$ cat src/rtl/sccb_cfg_seq_pkg.sv
// Shared types and helpers for the table-driven SCCB register configurator.
// CFG_READBACK_EN adds the read-back verify states to the state encoding.
package sccb_cfg_seq_pkg;

    typedef enum logic [3:0] {
        ST_IDLE    = 4'd0,
        ST_FETCH   = 4'd1,
        ST_LATCH   = 4'd2,
        ST_REQ     = 4'd3,
        ST_WAIT    = 4'd4,
        ST_DELAY   = 4'd5,
        ST_NEXT    = 4'd6,
        ST_DONE    = 4'd7,
        ST_ERR     = 4'd8
`ifdef CFG_READBACK_EN
        ,
        ST_RD_REQ  = 4'd9,
        ST_RD_WAIT = 4'd10
`endif
    } state_e;

    localparam logic [15:0] DELAY_CODE_DEF = 16'hFFFF;
    localparam logic [7:0]  SCCB_RD_BIT    = 8'h01;

    function automatic logic state_busy(input state_e s);
        case (s)
            ST_IDLE, ST_DONE, ST_ERR: state_busy = 1'b0;
            default:                  state_busy = 1'b1;
        endcase
    endfunction

    // Wide enough for the largest delay entry (all-ones data times the unit).
    function automatic int delay_cnt_w(input int data_w, input int unit);
        return $clog2((2 ** data_w) * unit);
    endfunction

endpackage

$ cat src/rtl/sccb_cfg_seq_delay_timer.sv
// Down-counter for in-table delay entries; expired is high on the last counted cycle,
// so a loaded value N keeps the sequencer waiting max(N,1) cycles.
module sccb_cfg_seq_delay_timer #(
    parameter int W = 8
) (
    input  logic         clk_100,
    input  logic         rst_100,
    input  logic         load,
    input  logic [W-1:0] value,
    output logic         expired
);

    logic [W-1:0] cnt_q;
    logic [W-1:0] cnt_d;

    // Next count: load wins, otherwise decrement and stick at zero.
    always_comb begin
        cnt_d = cnt_q;
        if (load) begin
            cnt_d = value;
        end else if (cnt_q != {W{1'b0}}) begin
            cnt_d = cnt_q - W'(1);
        end else begin
            cnt_d = cnt_q;
        end
    end

    // Count register.
    always_ff @(posedge clk_100 or negedge rst_100) begin
        if (!rst_100) begin
            cnt_q <= {W{1'b0}};
        end else begin
            cnt_q <= cnt_d;
        end
    end

    assign expired = (cnt_q <= W'(1));

endmodule

$ cat src/rtl/sccb_cfg_seq.sv
// Table-driven SCCB register configurator: walks the ROM table, issues writes via req/ack,
// handles delay entries and NACK retry. CFG_READBACK_EN adds a verify read after each write.
module sccb_cfg_seq
    import sccb_cfg_seq_pkg::*;
#(
    parameter logic [7:0]        DEV_ADDR   = 8'h78,
    parameter int                REG_AW     = 16,
    parameter int                DATA_W     = 8,
    parameter int                DEPTH      = 304,
    parameter int                AW         = 9,
    parameter logic [REG_AW-1:0] DELAY_CODE = REG_AW'(DELAY_CODE_DEF),
    parameter int                DELAY_UNIT = 100000,
    parameter int                MAX_RETRY  = 3,
    parameter bit                AUTO_START = 1'b1
) (
    input  logic                       clk_100,
    input  logic                       rst_100,
    input  logic                       start,
    output logic [AW-1:0]              rom_addr,
    input  logic [REG_AW+DATA_W-1:0]   rom_data,
    output logic                       i2c_req,
    output logic                       i2c_rnw,
    output logic [8+REG_AW+DATA_W-1:0] i2c_wdata,
    input  logic                       i2c_ack,
    input  logic                       i2c_nack,
    input  logic [DATA_W-1:0]          i2c_rdata,
    output logic                       busy,
    output logic                       cfg_done,
    output logic                       cfg_err,
    output logic [AW-1:0]              err_index
);

    localparam int ENT_W = REG_AW + DATA_W;
    localparam int WD_W  = 8 + ENT_W;
    localparam int DLY_W = delay_cnt_w(DATA_W, DELAY_UNIT);
    localparam int RTY_W = (MAX_RETRY > 0) ? $clog2(MAX_RETRY + 1) : 1;

    state_e            state_q, state_d;
    logic [AW-1:0]     index_q, index_d;
    logic [RTY_W-1:0]  retry_q, retry_d;
    logic              auto_q, auto_d;
    logic              req_q, req_d;
    logic              busy_q, busy_d;
    logic              done_q, done_d;
    logic              err_q, err_d;
    logic [AW-1:0]     err_index_q, err_index_d;
    logic [WD_W-1:0]   wdata_q, wdata_d;

    logic              start_s;
    logic [REG_AW-1:0] entry_reg_s;
    logic [DATA_W-1:0] entry_dat_s;
    logic              tmr_load_s;
    logic [DLY_W-1:0]  tmr_val_s;
    logic              tmr_expired_s;

    assign entry_reg_s = rom_data[ENT_W-1:DATA_W];
    assign entry_dat_s = rom_data[DATA_W-1:0];
    assign tmr_val_s   = DLY_W'(entry_dat_s) * DLY_W'(DELAY_UNIT);
    // A completing transfer takes priority over a coincident start request.
    assign start_s     = start & ~i2c_ack;

    sccb_cfg_seq_delay_timer #(
        .W (DLY_W)
    ) u_delay_timer (
        .clk_100 (clk_100),
        .rst_100 (rst_100),
        .load    (tmr_load_s),
        .value   (tmr_val_s),
        .expired (tmr_expired_s)
    );

`ifdef CFG_READBACK_EN
    logic rnw_q, rnw_d;
`else
    logic unused_rdata_s;
    assign unused_rdata_s = ^i2c_rdata;
`endif

    // Next-state and datapath update for the sequencer.
    always_comb begin
        state_d     = state_q;
        index_d     = index_q;
        retry_d     = retry_q;
        auto_d      = auto_q;
        done_d      = done_q;
        err_d       = err_q;
        err_index_d = err_index_q;
        wdata_d     = wdata_q;
        tmr_load_s  = 1'b0;
`ifdef CFG_READBACK_EN
        rnw_d       = rnw_q;
`endif
        case (state_q)
            ST_IDLE, ST_DONE, ST_ERR: begin
                if (start_s || auto_q) begin
                    state_d     = ST_FETCH;
                    index_d     = {AW{1'b0}};
                    retry_d     = {RTY_W{1'b0}};
                    auto_d      = 1'b0;
                    done_d      = 1'b0;
                    err_d       = 1'b0;
                    err_index_d = {AW{1'b0}};
                end else begin
                    state_d = state_q;
                end
            end
            ST_FETCH: state_d = ST_LATCH;
            ST_LATCH: begin
                wdata_d = {DEV_ADDR & ~SCCB_RD_BIT, rom_data};
`ifdef CFG_READBACK_EN
                rnw_d   = 1'b0;
`endif
                if (entry_reg_s == DELAY_CODE) begin
                    state_d    = ST_DELAY;
                    tmr_load_s = 1'b1;
                end else begin
                    state_d = ST_REQ;
                end
            end
            ST_REQ: state_d = ST_WAIT;
            ST_WAIT: begin
                if (!i2c_ack) begin
                    state_d = ST_WAIT;
                end else if (!i2c_nack) begin
`ifdef CFG_READBACK_EN
                    state_d = ST_RD_REQ;
                    retry_d = {RTY_W{1'b0}};
                    rnw_d   = 1'b1;
                    wdata_d = {DEV_ADDR | SCCB_RD_BIT, wdata_q[ENT_W-1:0]};
`else
                    state_d = ST_NEXT;
`endif
                end else if (retry_q < RTY_W'(MAX_RETRY)) begin
                    retry_d = retry_q + RTY_W'(1);
                    state_d = ST_REQ;
                end else begin
                    state_d     = ST_ERR;
                    err_d       = 1'b1;
                    err_index_d = index_q;
                end
            end
`ifdef CFG_READBACK_EN
            ST_RD_REQ: state_d = ST_RD_WAIT;
            ST_RD_WAIT: begin
                if (!i2c_ack) begin
                    state_d = ST_RD_WAIT;
                end else if (i2c_nack && (retry_q < RTY_W'(MAX_RETRY))) begin
                    retry_d = retry_q + RTY_W'(1);
                    state_d = ST_RD_REQ;
                end else if (i2c_nack || (i2c_rdata != wdata_q[DATA_W-1:0])) begin
                    state_d     = ST_ERR;
                    err_d       = 1'b1;
                    err_index_d = index_q;
                end else begin
                    state_d = ST_NEXT;
                end
            end
`endif
            ST_DELAY: begin
                if (tmr_expired_s) begin
                    state_d = ST_NEXT;
                end else begin
                    state_d = ST_DELAY;
                end
            end
            ST_NEXT: begin
                retry_d = {RTY_W{1'b0}};
                if (index_q == AW'(DEPTH - 1)) begin
                    state_d = ST_DONE;
                    done_d  = 1'b1;
                end else begin
                    index_d = index_q + AW'(1);
                    state_d = ST_FETCH;
                end
            end
            default: state_d = ST_IDLE;
        endcase
    end

`ifdef CFG_READBACK_EN
    assign req_d = (state_d == ST_REQ) || (state_d == ST_RD_REQ);
`else
    assign req_d = (state_d == ST_REQ);
`endif
    assign busy_d = state_busy(state_d);

    // State and registered outputs.
    always_ff @(posedge clk_100 or negedge rst_100) begin
        if (!rst_100) begin
            state_q     <= ST_IDLE;
            index_q     <= {AW{1'b0}};
            retry_q     <= {RTY_W{1'b0}};
            auto_q      <= AUTO_START;
            req_q       <= 1'b0;
            busy_q      <= 1'b0;
            done_q      <= 1'b0;
            err_q       <= 1'b0;
            err_index_q <= {AW{1'b0}};
            wdata_q     <= {WD_W{1'b0}};
`ifdef CFG_READBACK_EN
            rnw_q       <= 1'b0;
`endif
        end else begin
            state_q     <= state_d;
            index_q     <= index_d;
            retry_q     <= retry_d;
            auto_q      <= auto_d;
            req_q       <= req_d;
            busy_q      <= busy_d;
            done_q      <= done_d;
            err_q       <= err_d;
            err_index_q <= err_index_d;
            wdata_q     <= wdata_d;
`ifdef CFG_READBACK_EN
            rnw_q       <= rnw_d;
`endif
        end
    end

    assign rom_addr  = index_q;
    assign i2c_req   = req_q;
    assign i2c_wdata = wdata_q;
    assign busy      = busy_q;
    assign cfg_done  = done_q;
    assign cfg_err   = err_q;
    assign err_index = err_index_q;
`ifdef CFG_READBACK_EN
    assign i2c_rnw   = rnw_q;
`else
    assign i2c_rnw   = 1'b0;
`endif

endmodule
$ cat config.mk
export PLATFORM = sky130hd
export DESIGN_NAME = sccb_cfg_seq
export DESIGN_NICKNAME = d
export VERILOG_FILES = /design/src/rtl/sccb_cfg_seq_pkg.sv /design/src/rtl/sccb_cfg_seq_delay_timer.sv /design/src/rtl/sccb_cfg_seq.sv
export SDC_FILE = /design/constraint.sdc
export NUM_CORES = 1
export LEC_CHECK = 0
export ABC_AREA = 0
export CAP_MARGIN = 20
export CORE_ASPECT_RATIO = 1.5
export CORE_MARGIN = 4
export CORE_UTILIZATION = 58
export DETAILED_ROUTE_END_ITERATION = 10
export HOLD_SLACK_MARGIN = 0.15
export PLACE_DENSITY_LB_ADDON = 0.12
export SETUP_SLACK_MARGIN = 0.4
export SLEW_MARGIN = 20
export SYNTH_ARGS = -nofsm -noshare
export SYNTH_HDL_FRONTEND = slang
export SYNTH_HIERARCHICAL = 1
export SYNTH_SLANG_ARGS = --single-unit
export TNS_END_PERCENT = 5
$ cat constraint.sdc
create_clock -name clk_100 -period 3.4 [get_ports clk_100]
set_input_delay 0.51 -clock clk_100 [delete_from_list [all_inputs] [get_ports clk_100]]
set_output_delay 0.51 -clock clk_100 [all_outputs]
set_load 0.05 [all_outputs]
==> impl_metrics.csv, run 1 <==
group,metric,value,unit
timing,hold_viol,0,
worst_setup_path,end_kind,"flip-flop",
power,clkPwrFrac,19.7,%
worst_setup_path,worst-path-max-fanout,4,
synth,seq_area_frac_synth,35.6,%
power,switching_share,43.0,%
global_route,antenna_found_initial,0,
global_route,grt_overflow_total,0,
global_route,grt_max_degree,80,
clock_tree,cts_buffer_depth,2,
global_route,use_met2,52.7,%
placed_design,placed_area,6940,sq um
worst_setup_path,cp.arrival,3.72,ns
cells_and_area,final_cells,801,
placed_design,place_congestion,0.903,
floorplanning,num_rows,43,
clock_tree,cts_tree,"done",
power,combPwrFrac,54.6,%
synth,yosysTopAreaCell,"dfrtp_1",
timing,worstMarginPinSlew,0.622,ns
floorplanning,initial_core_util,59.7,%
synth,synthCells,545,
clock_tree,cts.sinks,79,
floorplanning,die_area,11200,sq um
synth,yosysTopAreaCellShare,35.1,%
global_route,top_usage_layer,"met2",
detailed_routing,wl_per_cell,19.2,um
detailed_routing,drc,0,
global_route,grt_pass1_wl,24600,um
hold_path,hold_path.class,"in -> reg",
job,maxCapViolCount,0,
synth,synth-seq-cells,79,
synth,ys.flop_type,"dfrtp_1",
synth,synth_cell_types,73,
power,p_per_area,734,nW/um^2
timing,relSlewSlack,58.5,%
synth,ys_top_cells_by_count,"dfrtp_1 (78), ha_1 (58), nor2_1 (39)",
clock_tree,cts-root-buf,"clkbuf_16",
cells_and_area,fin_area,7480,sq um
timing,setup_viol,4,
clock_tree,clk_transition_reported_paths,0.07,ns
timing,timing.clock.skew,0.00923,ns
placed_design,place_hpwl,10600,um
detailed_routing,final_antenna_net_count,0,
detailed_routing,vias,4977,
placed_design,dp.cells,778,
detailed_routing,drtIter0Drc,259,
synth,postSynthAreaPerCell,10.2,sq um
synth,yosys-top-cells-area,"dfrtp_1 (35%), ha_1 (13%), mux2_2 (5.3%), fa_1 (4.3%), xnor2_1 (3.0%)",
floorplanning,io_pins,92,
synth,synth_edf_count,0,
global_route,grt_pass1_vias,5030,
power,vdd_drop_max,0.896,mV
timing,fin_crit,3.49,ns
global_route,globalRouteMet3Util,4.69,%
detailed_routing,viasPerCell,6.21,
detailed_routing,wl,15400,um
synth,yosysWarnings,6,
run_status,violations,"negative setup slack",
cells_and_area,area_delta_synth_final,34.7,%
timing,timing.fmax,287,MHz
floorplanning,die_h,128,um
cells_and_area,drive_gt1_share,25.8,%
synth,async_flop_share,100,%
global_route,grt_use_total,28.1,%
synth,netlist_area,5560,sq um
worst_setup_path,startpoint_type,"primary input",
worst_setup_path,crit_type,"in -> reg",
power,p_int,0.00313,W
global_route,grt_use_met1,30.9,%
timing,drv_slew,0,
power,p_leak,3.27,nW
timing,period_share,103,%
worst_setup_path,worstPathRequired,3.63,ns
clock_tree,clk_latency,0.35,ns
power,p_switching,0.00236,W
clock_tree,cts_buffers,9,
timing,rsz0062_at_grt,"yes",
placed_design,portBuffers,78,
clock_tree,cts_max_level,3,
power,p_seq_share,25.7,%
floorplanning,die_w,87.9,um
synth,synth.most_common_cell,"dfrtp_1",
floorplanning,core-area,9310,sq um
cells_and_area,fin_nets,791,
run_status,status,"finished, violations left",
cells_and_area,antenna_cells,0,
timing,hold_slack,0.442,ns
timing,setup_ws,-0.0881,ns
detailed_routing,first_pass_iters,5,
[final cells by class]
class | count | area [sq um]
multi-input cells | 424 | 3640
fillers | 568 | 1820
repair buffers | 148 | 1320
clock buffers | 9 | 225
clock inverters | 7 | 104
inverters | 22 | 82.6
flip-flops and latches | 79 | 1980
well taps | 112 | 140
[cells by family (layout without fill, tap and decap cells)]
family	after synthesis	in the layout	share of synthesized area [%]
multiplexers	26	26	5.27
adder cells (fa/ha/maj)	70	70	17.4
AND/OR/NAND/NOR	158	158	15.5
AO/OA/AOI/OAI	132	132	16.7
flip-flops	79	79	35.6
XOR/XNOR	28	28	4.41
other	1	10	0.0675
buffers and inverters	51	186	5.04
[worst paths after layout]
path | start | cells past startpoint | slack, ns | end
setup / recovery | rom_data[4] | 15 | -0.09 | u_delay_timer/cnt_q[24]
hold / removal | rom_data[4] | 2 | 0.44 | i2c_wdata[4]
setup reg to reg | u_delay_timer/cnt_q[21] | 8 | 0.77 | busy
hold reg to reg | cfg_err | 1 | 0.49 | cfg_err
min in group asynchronous | rst_100 | 2 | 0.64 | err_index[0]
max in group asynchronous | rst_100 | 3 | 2.14 | auto_q
[power groups by stage]
stage,combinational [W],sequential [W],clock (W)
after detailed placement,0.00278,0.00141,0
after global routing,0.00317,0.00145,0.00113
after floorplan,0.00124,0.00204,0
after CTS,0.00293,0.00141,0.00108
after global placement,0.00271,0.00140,0
final,0.00300,0.00141,0.00108
[per-stage QoR]
| stage | util, % | worst slack [ns] | setup TNS, ns | power [W] |
|---|---|---|---|---|
| after global placement | 74.6 | -0.820 | -8.40 | 0.00411 |
| after floorplan | - | -0.0627 | -0.147 | 0.00328 |
| after detailed placement | 74.6 | -0.885 | -9.21 | 0.00419 |
| after global routing | 80.4 | -0.222 | -0.724 | 0.00575 |
| final | 80.4 | -0.0881 | -0.222 | 0.00549 |
| after CTS | 79.6 | -0.00781 | -0.00781 | 0.00542 |
[metal layers]
metal,up-vias,part of all wire [%]
met1,2459,35
met4,0,3.6
met3,52,4.8
met2,192,57
met5,-,0
li1,2274,-
[layout by cell type (no fill, tap or decap), types with 5 or more instances in the layout]
master            n
inv_1            18
ha_4             14
nand2_1          32
xnor2_1          19
nor3_1            9
a211oi_2          5
clkdlybuf4s50_1  69
nand3b_1          5
o21a_1            7
mux2_2           25
nand4_1           9
ha_1             43
fa_1              9
and2_1            5
conb_1           10
dfrtp_1          78
a22o_1            9
o31ai_1           6
a21oi_1          25
xor2_1            8
o21ai_0          13
o211ai_1          5
nor4_1            8
nor2_1           38
a21o_1            5
clkbuf_16         9
nand3_1          16
a211oi_1          7
buf_4            69
o21ai_1           6
[what timing repair did]
action / CTS / global route
pin swaps: 31 / 17
gates resized for setup: 72 / 6
hold buffers: 0 / 1
hold endpoints to repair: 0 / 28
setup buffers: 4 / 1
setup endpoints to repair: 14 / 14
[worst max-delay path, stage by stage]
cell	delay [ns]
buf_8	0.11
ha_4	0.27
inv_2	0.04
fa_1	0.49
inv_1	0.06
fa_1	0.52
ha_4	0.22
ha_4	0.30
o211ai_1	0.14
o211ai_1	0.30
and2_4	0.22
o311ai_2	0.08
a221o_1	0.28
o21ai_1	0.14
a21oi_1	0.05
[state kept, by name, summed over array words and instances (netlist names)]
name / count
auto_q: 1
cfg_err: 1
i2c_wdata: 25
state_q: 4
busy: 1
rom_addr: 9
cfg_done: 1
retry_q: 2
i2c_req: 1
u_delay_timer/cnt_q: 25
err_index: 9
Note: power is estimated with default switching activity, not from simulation.
==> run 2, diff against run 1 <==
CORE_ASPECT_RATIO = 0.7   (was 1.5)
SLEW_MARGIN = not set   (was 20)
==> impl_metrics.csv, run 2 (synthesized netlist as in run 1, its figures left out) <==
group,metric,value,unit
detailed_routing,drc,0,
floorplanning,die_w,125,um
worst_setup_path,cp.arrival,3.65,ns
worst_setup_path,rr_worst_depth,8,
worst_setup_path,crit_type,"in -> reg",
detailed_routing,drtIter0Drc,506,
cells_and_area,fin_area,7580,sq um
detailed_routing,final_antenna_net_count,0,
detailed_routing,met3_wirelength,1360,um
global_route,grt_max_degree,80,
timing,timing.fmax,288,MHz
cells_and_area,fin_nets,793,
floorplanning,die_h,89.9,um
clock_tree,clk_transition_reported_paths,0.06,ns
cells_and_area,area_delta_synth_final,36.5,%
worst_setup_path,worstPathRequired,3.58,ns
worst_setup_path,end_kind,"flip-flop",
global_route,grt_use_total,29.1,%
power,vdd_drop_max,0.804,mV
global_route,grt_pass1_wl,26500,um
cells_and_area,drive_gt1_share,26.6,%
floorplanning,initial_core_util,60.3,%
clock_tree,cts_max_level,3,
worst_setup_path,slowest_stage,"fa_1",
floorplanning,io_pins,92,
cells_and_area,antenna_cells,0,
run_status,status,"finished, violations left",
floorplanning,core-area,9220,sq um
cells_and_area,final_cell_mix,"dfrtp_1 (78), buf_4 (71), clkdlybuf4s50_1 (69), ha_1 (39), nor2_1 (38)",
worst_setup_path,startpoint_type,"primary input",
detailed_routing,wl_per_cell,20.5,um
timing,rsz0062_at_grt,"yes",
worst_setup_path,cp_common_cell,"ha_4",
global_route,antenna_found_initial,0,
detailed_routing,first_pass_iters,5,
cells_and_area,final_common_cell,"dfrtp_1",
clock_tree,clk_latency,0.33,ns
clock_tree,cts_tree,"done",
placed_design,placed_area,6980,sq um
timing,worstMarginPinSlew,0.864,ns
timing,tns,-0.251,ns
placed_design,place_hpwl,11200,um
run_status,violations,"negative setup slack",
detailed_routing,vias,5042,
cells_and_area,seq_area,1980,sq um
hold_path,hold_path.class,"in -> reg",
global_route,grt_pass1_vias,5064,
timing,fin_crit,3.47,ns
timing,hold_slack,0.447,ns
timing,setup_viol,6,
detailed_routing,m1WireLength,7050,um
detailed_routing,wl,16700,um
clock_tree,cts.sinks,79,
worst_setup_path,crit_path_max_incr_delay,0.53,ns
timing,period_share,102,%
power,p_leak,3.29,nW
hold_path,holdPathStages,2,
global_route,grt_overflow_total,0,
timing,setup_ws,-0.0684,ns
job,maxCapViolCount,0,
clock_tree,cts-root-buf,"clkbuf_16",
floorplanning,die_area,11200,sq um
cells_and_area,fillCellCount,553,
placed_design,place_congestion,0.875,
worst_setup_path,cp_cell_sequence,"buf_8, ha_4, ha_4, inv_2, fa_1, inv_1, fa_1, ha_4, o211ai_1, o211ai_1, buf_4, a211oi_2, o21bai_1, xor2_1, o21ai_1, a21oi_1",
power,p_per_area,743,nW/um^2
detailed_routing,maxUsedRoutingLayer,"met4",
timing,drv_slew,0,
timing,timing.clock.skew,0.00633,ns
detailed_routing,wl_met2,7860,um
cells_and_area,fin_util,82.3,%
detailed_routing,viasPerCell,6.19,
timing,relSlewSlack,42.3,%
placed_design,portBuffers,78,
worst_setup_path,worst-path-max-fanout,4,
clock_tree,cts_buffers,9,
timing,hold_viol,0,
clock_tree,cts_buffer_depth,2,
cells_and_area,multiInputGateArea,3700,sq um
floorplanning,num_rows,29,
==> run 2: cell count changes in the layout (fill, tap and decap cells not counted), sizes merged <==
cell and change:
buf -1, clkbuf +3, clkinv +2, clkinvlp -1, dlygate4sd2 +2, inv -3
==> run 2: final cells by class <==
class,count,share of cell area (%)
multi-input combinational,424,48.8
timing repair buffer,150,17.7
clock inverter,5,1.07
tap,124,2.05
clock buffer,11,3.20
inverter,22,1.09
sequential,79,26.1
==> run 2: stage by stage <==
stage,instances,setup slack (ns),total power [W]
2_1_floorplan,554,-0.0627,0.00328
3_3_place_gp,793,-0.828,0.00415
3_5_place_dp,793,-0.878,0.00425
4_1_cts,813,-0.00605,0.00551
5_1_grt,815,-0.204,0.00588
6_report,815,-0.0684,0.00564
==> run 2: metal layers <==
layer | GRT usage (%) | vias up
li1 | - | 2272
met1 | 39.5 | 2459
met2 | 46.4 | 260
met3 | 7.88 | 51
met4 | 8.21 | 0
met5 | 0 | -
==> run 2: final timing paths <==
path | slack [ns] | endpoint | from
hold reg to reg | 0.48 | cfg_err | cfg_err
setup / recovery | -0.07 | u_delay_timer/cnt_q[22] | rom_data[4]
hold / removal | 0.45 | i2c_wdata[4] | rom_data[4]
min in group asynchronous | 0.60 | u_delay_timer/cnt_q[3] | rst_100
max in group asynchronous | 2.18 | auto_q | rst_100
setup reg to reg | 0.61 | busy | u_delay_timer/cnt_q[21]
==> run 2: timing repair <==
item / CTS / global route
setup endpoints to repair: 14 / 13
hold buffers: 0 / 1
resized for setup: 74 / 7
endpoints found under the hold margin: 0 / 19
buffers inserted: 4 / 0
pin swaps: 35 / 17
==> run 2: report_power, final <==
group,total (W),switching (W),internal [W],leakage [nW]
Combinational,0.00317,0.00180,0.00137,2.13
Sequential,0.00142,0.000244,0.00118,1.00
Clock,0.00104,0.000378,0.000663,0.156
Total,0.00564,0.00242,0.00321,3.29
==> run 2: critical path, delay by kind of cell <==
| kind | cells | cell delay, ns |
|---|---|---|
| XOR/XNOR | 1 | 0.14 |
| AO/OA/AOI/OAI | 6 | 0.87 |
| adder cells (fa/ha/maj) | 5 | 1.76 |
| buffers and inverters | 4 | 0.37 |
==> run 3, diff against run 2 <==
CAP_MARGIN = 10   (was 20)
HOLD_SLACK_MARGIN = not set   (was 0.15)
REMOVE_ABC_BUFFERS = 1   (was not set)
==> impl_metrics.csv, run 3 (synthesized netlist as in run 1, its figures left out) <==
group,metric,value,unit
cells_and_area,area_delta_synth_final,36.2,%
worst_setup_path,cp_common_cell,"ha_4",
clock_tree,cts_max_level,3,
worst_setup_path,slowest_stage,"fa_2",
timing,hold_slack,0.337,ns
timing,relSlewSlack,32.1,%
clock_tree,cts-root-buf,"clkbuf_16",
cells_and_area,antenna_cells,0,
power,p_leak,3.27,nW
worst_setup_path,crit_type,"in -> reg",
clock_tree,cts_tree,"done",
floorplanning,initial_core_util,60.3,%
placed_design,place_congestion,0.861,
floorplanning,core-area,9220,sq um
timing,fin_crit,3.56,ns
worst_setup_path,crit_path_max_incr_delay,0.58,ns
power,combPwrFrac,57.6,%
floorplanning,die_area,11200,sq um
cells_and_area,fin_nets,798,
detailed_routing,drc,0,
global_route,antenna_found_initial,0,
clock_tree,clk_latency,0.34,ns
run_status,status,"finished, violations left",
global_route,grt_use_total,31.3,%
floorplanning,die_h,89.9,um
power,switching_share,44.7,%
clock_tree,cts_buffer_depth,2,
global_route,grt_max_degree,80,
worst_setup_path,startpoint_type,"primary input",
global_route,grt_pass1_wl,28300,um
worst_setup_path,end_kind,"flip-flop",
floorplanning,io_pins,92,
global_route,grt_overflow_total,0,
cells_and_area,final_common_cell,"dfrtp_1",
timing,tns,-0.725,ns
detailed_routing,wl_per_cell,21.5,um
placed_design,place_hpwl,11300,um
worst_setup_path,cp_cell_sequence,"buf_8, ha_4, inv_2, fa_1, inv_2, fa_2, ha_4, ha_4, buf_6, o211ai_1, a21o_1, a31o_2, mux2_2, o211ai_1, o21ai_0, a21oi_1",
timing,rsz0062_at_grt,"yes",
timing,hold_viol,0,
timing,drv_slew,0,
power,p_seq_share,26.2,%
clock_tree,hold_buffers,0,
global_route,grt_pass1_vias,5332,
power,p_per_area,722,nW/um^2
worst_setup_path,cp.arrival,3.82,ns
clock_tree,clk_transition_reported_paths,0.06,ns
cells_and_area,final_cell_mix,"dfrtp_1 (78), buf_4 (74), clkdlybuf4s50_1 (69), nor2_1 (37), ha_1 (35)",
floorplanning,num_rows,29,
cells_and_area,drive_gt1_share,27.5,%
run_status,violations,"negative setup slack",
timing,period_share,105,%
power,p_int,0.00302,W
timing,setup_ws,-0.158,ns
worst_setup_path,worstPathRequired,3.66,ns
placed_design,portBuffers,78,
timing,setup_viol,7,
clock_tree,cts_buffers,9,
detailed_routing,wl,17600,um
detailed_routing,drtIter0Drc,767,
detailed_routing,first_pass_iters,5,
power,p_switching,0.00245,W
job,maxCapViolCount,0,
floorplanning,die_w,125,um
worst_setup_path,worst-path-max-fanout,5,
hold_path,hold_path.class,"in -> async",
timing,timing.clock.skew,0.00782,ns
power,clkPwrFrac,16.2,%
timing,worstMarginPinSlew,1.02,ns
clock_tree,cts.sinks,79,
detailed_routing,final_antenna_net_count,0,
detailed_routing,vias,5223,
detailed_routing,viasPerCell,6.38,
power,vdd_drop_max,0.730,mV
timing,timing.fmax,281,MHz
## run 3: cell count changes in the layout (fill, tap and decap cells not counted), sizes merged
| cell | before | now |
|---|---|---|
| buf | 77 | 84 |
| bufinv | 2 | 0 |
| clkbuf | 12 | 11 |
| clkinv | 2 | 3 |
| dlygate4sd3 | 1 | 0 |
## run 3: layout make-up
type / count / area [sq um]
fill: 491 / 1650
timing repair buffer: 155 / 1380
clock buffer: 11 / 243
tap: 124 / 155
sequential: 79 / 1980
inverter: 22 / 82.6
multi-input combinational: 424 / 3710
clock inverter: 4 / 22.5
## run 3: path summary, 6_finish.rpt
kind	start	end	slack, ns	cells past startpoint
setup / recovery	rom_data[4]	u_delay_timer/cnt_q[21]	-0.16	16
min in group clk_100	err_index[0]	err_index[0]	0.50	1
hold reg to reg	err_index[0]	err_index[0]	0.50	1
max in group asynchronous	rst_100	i2c_wdata[16]	2.39	1
setup reg to reg	u_delay_timer/cnt_q[3]	busy	0.67	12
hold / removal	rst_100	u_delay_timer/cnt_q[20]	0.34	1
## run 3: per-layer routing
layer | vias to the layer above | GRT usage (%) | wire, um
met4 | 0 | 10.3 | 417
met1 | 2571 | 40.3 | 7110
met3 | 46 | 8.77 | 1690
met2 | 315 | 51.3 | 8430
li1 | 2291 | - | -
met5 | - | 0 | 0
## run 3: power groups by stage
| stage | Combinational, W | Clock [W] | Sequential (W) |
|---|---|---|---|
| floorplan | 0.00104 | 0 | 0.00208 |
| global placement | 0.00265 | 0 | 0.00140 |
| detailed placement | 0.00273 | 0 | 0.00142 |
| CTS | 0.00297 | 0.000893 | 0.00141 |
| global route | 0.00332 | 0.000932 | 0.00146 |
| finish | 0.00315 | 0.000887 | 0.00143 |
## run 3: critical path: cells and delay by family
kind	cells	cell delay, ns
mux	1	0.33
fa+ha+maj	5	1.73
buf+inv	4	0.34
compound gates	6	0.91
## run 3: repair_timing
item                       in CTS  in global routing
buffers inserted                3                  0
pin swaps                      46                 15
setup endpoints to repair      14                 13
resized for setup              92                 10
## run 3: metrics by stage
step | power (W) | setup WS, ns | std cells | utilization, % | cell area (sq um)
2_1_floorplan | 0.00313 | -0.345 | 525 | - | 5390
3_3_place_gp | 0.00406 | -0.879 | 801 | 74.9 | 6900
3_5_place_dp | 0.00415 | -0.987 | 801 | 74.9 | 6900
4_1_cts | 0.00527 | -0.0209 | 819 | 81.4 | 7500
5_1_grt | 0.00571 | -0.310 | 819 | 82.1 | 7570
6_report | 0.00547 | -0.158 | 819 | 82.1 | 7570
